### src/rtl/fracnet_mul_acc_pipe.sv
// Pipelined multiply-accumulate lane for FracNet conv engines: parametrised
// operand widths, optional signed mode, grouped accumulation with saturation.
module fracnet_mul_acc_pipe #(
  parameter int unsigned DIN0_WIDTH = 11,
  parameter int unsigned DIN1_WIDTH = 5,
  parameter int unsigned ACC_WIDTH  = 20,
  parameter int unsigned NUM_STAGE  = 3,
  parameter int unsigned SIGNED     = 0
) (
  input  logic                             clk,
  input  logic                             reset,
  input  logic                             ce,
  input  logic                             in_valid,
  input  logic [DIN0_WIDTH-1:0]            din0,
  input  logic [DIN1_WIDTH-1:0]            din1,
  input  logic                             first,
  input  logic                             last,
  output logic [DIN0_WIDTH+DIN1_WIDTH-1:0] prod,
  output logic                             prod_valid,
  output logic [ACC_WIDTH-1:0]             dout,
  output logic                             out_valid,
  output logic                             ovf
);

  localparam int unsigned PW = DIN0_WIDTH + DIN1_WIDTH;

  logic [PW-1:0]        a_ext_c;
  logic [PW-1:0]        b_ext_c;
  logic [PW-1:0]        mul_c;
  logic [PW-1:0]        pd [NUM_STAGE];
  logic [NUM_STAGE-1:0] pv;
  logic [NUM_STAGE-1:0] pf;
  logic [NUM_STAGE-1:0] pl;

  logic [ACC_WIDTH-1:0] acc;
  logic                 sticky;
  logic [ACC_WIDTH-1:0] ext_c;
  logic [ACC_WIDTH:0]   sum_c;
  logic [ACC_WIDTH-1:0] sat_c;
  logic                 add_ovf_c;
  logic [ACC_WIDTH-1:0] acc_nxt_c;
  logic                 sticky_nxt_c;

  // Operands are widened to the full product width first, so the low PW bits
  // of the PW x PW product are exact for both signed and unsigned operands.
  always_comb begin
    if (SIGNED != 0) begin
      a_ext_c = {{DIN1_WIDTH{din0[DIN0_WIDTH-1]}}, din0};
      b_ext_c = {{DIN0_WIDTH{din1[DIN1_WIDTH-1]}}, din1};
    end else begin
      a_ext_c = {{DIN1_WIDTH{1'b0}}, din0};
      b_ext_c = {{DIN0_WIDTH{1'b0}}, din1};
    end
    mul_c = a_ext_c * b_ext_c;
  end

  // Product pipe; data registers only load on valid beats so the tail holds
  // the last real product through bubbles.
  always_ff @(posedge clk) begin
    if (reset) begin
      pv <= '0;
      pf <= '0;
      pl <= '0;
      for (int i = 0; i < NUM_STAGE; i++) pd[i] <= '0;
    end else if (ce) begin
      pv[0] <= in_valid;
      pf[0] <= in_valid & first;
      pl[0] <= in_valid & last;
      if (in_valid) pd[0] <= mul_c;
      for (int i = 1; i < NUM_STAGE; i++) begin
        pv[i] <= pv[i-1];
        pf[i] <= pf[i-1];
        pl[i] <= pl[i-1];
        if (pv[i-1]) pd[i] <= pd[i-1];
      end
    end
  end

  assign prod       = pd[NUM_STAGE-1];
  assign prod_valid = pv[NUM_STAGE-1];

  // Extend the tail product, add with one guard bit and clamp on overflow.
  always_comb begin
    if (SIGNED != 0) ext_c = ACC_WIDTH'($signed(pd[NUM_STAGE-1]));
    else             ext_c = ACC_WIDTH'(pd[NUM_STAGE-1]);
    sum_c = {1'b0, acc} + {1'b0, ext_c};
    if (SIGNED != 0) begin
      add_ovf_c = (acc[ACC_WIDTH-1] == ext_c[ACC_WIDTH-1]) &&
                  (sum_c[ACC_WIDTH-1] != acc[ACC_WIDTH-1]);
      sat_c     = acc[ACC_WIDTH-1] ? {1'b1, {(ACC_WIDTH-1){1'b0}}}
                                   : {1'b0, {(ACC_WIDTH-1){1'b1}}};
    end else begin
      add_ovf_c = sum_c[ACC_WIDTH];
      sat_c     = '1;
    end
    if (pf[NUM_STAGE-1]) begin
      acc_nxt_c    = ext_c;
      sticky_nxt_c = 1'b0;
    end else begin
      acc_nxt_c    = add_ovf_c ? sat_c : sum_c[ACC_WIDTH-1:0];
      sticky_nxt_c = sticky | add_ovf_c;
    end
  end

  always_ff @(posedge clk) begin
    if (reset) begin
      acc       <= '0;
      sticky    <= 1'b0;
      dout      <= '0;
      ovf       <= 1'b0;
      out_valid <= 1'b0;
    end else if (ce) begin
      out_valid <= pv[NUM_STAGE-1] & pl[NUM_STAGE-1];
      if (pv[NUM_STAGE-1]) begin
        acc    <= acc_nxt_c;
        sticky <= sticky_nxt_c;
        if (pl[NUM_STAGE-1]) begin
          dout <= acc_nxt_c;
          ovf  <= sticky_nxt_c;
        end
      end
    end
  end

endmodule

### config.mk
export PLATFORM = sky130hd
export DESIGN_NAME = fracnet_mul_acc_pipe
export DESIGN_NICKNAME = d
export VERILOG_FILES = /design/src/rtl/fracnet_mul_acc_pipe.sv
export SDC_FILE = /design/constraint.sdc
export NUM_CORES = 1
export LEC_CHECK = 0
export ABC_AREA = 0
export BUFFER_PORTS_ARGS = -buffer_cell sky130_fd_sc_hd__buf_2
export CORE_MARGIN = 2
export CORE_UTILIZATION = 30
export DETAILED_ROUTE_END_ITERATION = 7
export GPL_ROUTABILITY_DRIVEN = 0
export PLACE_DENSITY = 0.56
export SYNTH_ARGS = -nofsm -noshare
export SYNTH_HDL_FRONTEND = slang
export SYNTH_SLANG_ARGS = --single-unit
### constraint.sdc
create_clock -name clk -period 5.22 [get_ports clk]
set_input_delay 0 -clock clk [delete_from_list [all_inputs] [get_ports clk]]
set_output_delay 0 -clock clk [all_outputs]
set_load 0.05 [all_outputs]
### Word level (Yosys, flattened, before mapping)

Memory sizes are Yosys's and may differ from the RTL's.
Cells that the tools add are included.

* memories: 1
* register bits after elaboration: 52
* word-level logic and storage cells: 40
* RAM bits: 48
* output and inout port bits: 39

Memory list
* pd: depth 3, bits a word 16, rd ports 3, clocked after Yosys merged registers in 0, write ports 3, line 30 `logic [PW-1:0] pd [NUM_STAGE];`

* reductions and logical operators: 2
* bitwise operators: 7
* add/sub/neg operators: 1
* multipliers: 1
* mux-type cells: 20

Operator list (number)
* $mux W16: 3
* $mux W20: 2
* $add A20 B16 Y21: 1
* $mul A11 B5 Y16: 1
* $mux W1: 15
* $or A1 B1 Y1: 4
* $and A1 B1 Y1: 3
* $reduce_and A3 Y1: 1
* $reduce_and A2 Y1: 1

### Longest topological paths before layout

* word-level depth: 5
* mapped depth: 16
* mapped depth without buffers: 15

### Worst setup path after synthesis

No wires, ideal clock.

* path type: input-to-reg
* from: in din1[4]
* to: mem pd[0][14] (netlist name), data pin
* arrival: 3448 ps
* path slack: 1505 ps
* stages on the path: 14
* path buffers: 1
* cells stage by stage: clkbuf_1 -> nand2_1 -> fa_1 -> fa_1 -> fa_1 -> inv_1 -> ha_1 -> a211oi_1 -> nor2_1 -> o41a_1 -> a221oi_2 -> o21ai_0 -> xnor2_1 -> nor2_1

RTL lines
* start: declaration: line 15 `input logic [DIN1_WIDTH-1:0] din1,`
* end: declaration: line 30

==> impl_metrics.ini <==
[critical_path]
startpoint_type = primary input
timing.rr.start = pd[0][32]
reg2reg_depth = 10
critPathMaxFanout = 11
r2r_end = dout[15]
worstPathArrival_ns = 3.63
crit_type = primary input to flop
end_kind = flop
reg2reg_slack_ns = 2.46
required_ns = 5.30

[routing]
drt_wl_total_um = 14100
wl_per_cell_um = 13.7
postRouteAntennaNets = 0
dr.pass1.iters = 4
dr.first_iter.drc_count = 288
via_count = 4840
avgViaCountPerCell = 4.72
drc = 0

[floorplanning]
pin_count = 61
initial_core_util_pct = 30.5
coreArea_sq_um = 21800
placementRows = 54
dieArea_sq_um = 23400
dieHeight_um = 153
chipWidth_um = 153

[timing]
tightest_slew_ns = 1.07
hold_viol = 0
finalMaxSlewViolations = 0
tns_ns = 0
whs_ns = 0.0526
rsz0062_at_grt = false
slew_headroom_pct = 28.7
finalCritPeriodShare_pct = 68.0
setup_violations = 0
fin_skew_ns = 0.00682
timing.final.ws_setup_ns = 1.67
fmax_mhz = 282
period_needed_ns = 3.55

[global_route]
grt_pass1_wl_um = 23200
antenna_found_initial = 0
grt_max_degree = 49
overflow = 0
track_usage_pct = 12.2
grt_pass1_vias = 4508

[synthesis]
synth-edff-count = 48
yosysMostFrequentCell = and2_1
ys_ff_latch = 100
synthCells = 715
yosysWarnings = 0
synth_top_area_share_pct = 21.7
ys.flop_type = dfxtp_1
synth_top_area_cell = edfxtp_1
netlist_area_sq_um = 6660
syn_nets = 805
synth_seq_area_share_pct = 37.3
synthTopCellsByCount = and2_1, nand2_1, a21oi_1
async_reset_ff_share_pct = 0
ys_top_cells_by_area = edfxtp_1, dfxtp_1, fa_1
syn_avg_cell_area_sq_um = 9.31
yosysUniqueCellTypes = 65

[run]
drv_cap = 0

[clock_tree]
cts.sinks = 100
htree_levels = 3
root_buffer = clkbuf_16
clk_pin_slew_ns = 0.07
clockBufferDepth = 2
cts_tree = built
cts_buffers = 9
clkLatencyLatePin_ns = 0.35
cts_hold_buffers = 4
cts_setup_buffers = 0
cts_resized = 0

[power_and_ir_drop]
p_per_area_nw_per_um2 = 270
finalPower_w = 0.00200
ir_drop_mv = 0.186
leakagePower_nw = 3.12

[outcome]
outcome = finished, final reports clean

[placement]
pre_cts_ws_ns = 1.28
port_buffers = 60
dp_hpwl_um = 10400

[finish]
utilization_pct = 33.9
areaGrowthSynthToFinish_pct = 11.1
diodes = 0
drive_gt1_share_pct = 12.6
final_nets = 831
final.fill_count = 2265

[min_path]
min_from = din0[0]
hold_depth = 2
hold_end = pd[0][0]
hold_class = primary input to flop
[where the power goes]
group | switching [W] | internal, W | total [W]
clock network | 0.000299 | 0.000388 | 0.000687
logic | 0.000262 | 0.000180 | 0.000442
registers | 0.0000126 | 0.000857 | 0.000870
total | 0.000573 | 0.00143 | 0.00200
[worst max-delay path, stage by stage]
cell and delay [ns]:
buf_2 0.17, nand2_1 0.10, fa_1 0.51, fa_1 0.53
fa_1 0.56, inv_1 0.05, ha_1 0.35, a211oi_1 0.26
nor2_1 0.11, o41a_1 0.36, a221oi_2 0.28, o21ai_0 0.16
xnor2_1 0.14, nor2_1 0.05
[through the flow]
stage | cells | area, sq um
floorplan | 715 | 6660
global route | 1026 | 7400
CTS | 1026 | 7400
global placement | 1006 | 7050
finish | 1026 | 7400
detailed placement | 1006 | 7050
[layer usage]
layer / share of wire (%) / global-route usage (%) / vias up
met2: 46 / 19.8 / 82
met5: 0 / 0 / -
met3: 3.2 / 1.70 / 13
met1: 49 / 16.7 / 2238
met4: 1.5 / 4.28 / 0
li1: - / - / 2507
[area by class of cell]
class,count,area (sq um),share of cell area (%)
Clock buffer,10,239,3.23
Inverter,41,154,2.08
Sequential cell,100,2480,33.5
Multi-Input combinational cell,523,3750,50.7
Tap cell,280,350,4.73
Timing Repair Buffer,66,355,4.80
Clock inverter,6,67.6,0.913
[sequential cells by signal (all words and copies together) (netlist names)]
register   cells
pd            48
acc           20
dout          20
pf             3
pl             3
pv             3
out_valid      1
ovf            1
sticky         1
[worst max path at each step]
stage               cells after the start   endpoint    start  slack (ns)
floorplan                              14  pd[0][14]  din1[4]        1.51
global placement                       14  pd[0][14]  din1[4]        1.36
detailed placement                     14  pd[0][13]  din1[4]        1.28
CTS                                    14  pd[0][13]  din1[4]        1.66
global route                           14  pd[0][13]  din1[4]        1.41
finish                                 14  pd[0][14]  din1[4]        1.67
[placed cells by master, fill, tap and decap left out, drive strengths merged, types with 14 or more instances in the layout]
cell type,n
a21oi,66
and2,81
buf,62
dfxtp,52
edfxtp,48
fa,28
ha,40
inv,44
nand2,68
nand2b,14
nand3,16
nor2,57
o21ai,28
[logic make-up after synthesis]
kind of cell,count (synthesis),share of synthesized area [%]
multiplexers,5,0.752
XOR/XNOR,19,2.50
adder cells (fa/ha/maj),68,15.9
buffers and inverters,92,6.48
AO/OA/AOI/OAI,166,17.0
flip-flops,100,37.3
AND/OR/NAND/NOR,265,20.0
Power figures use the tool's default switching activity.
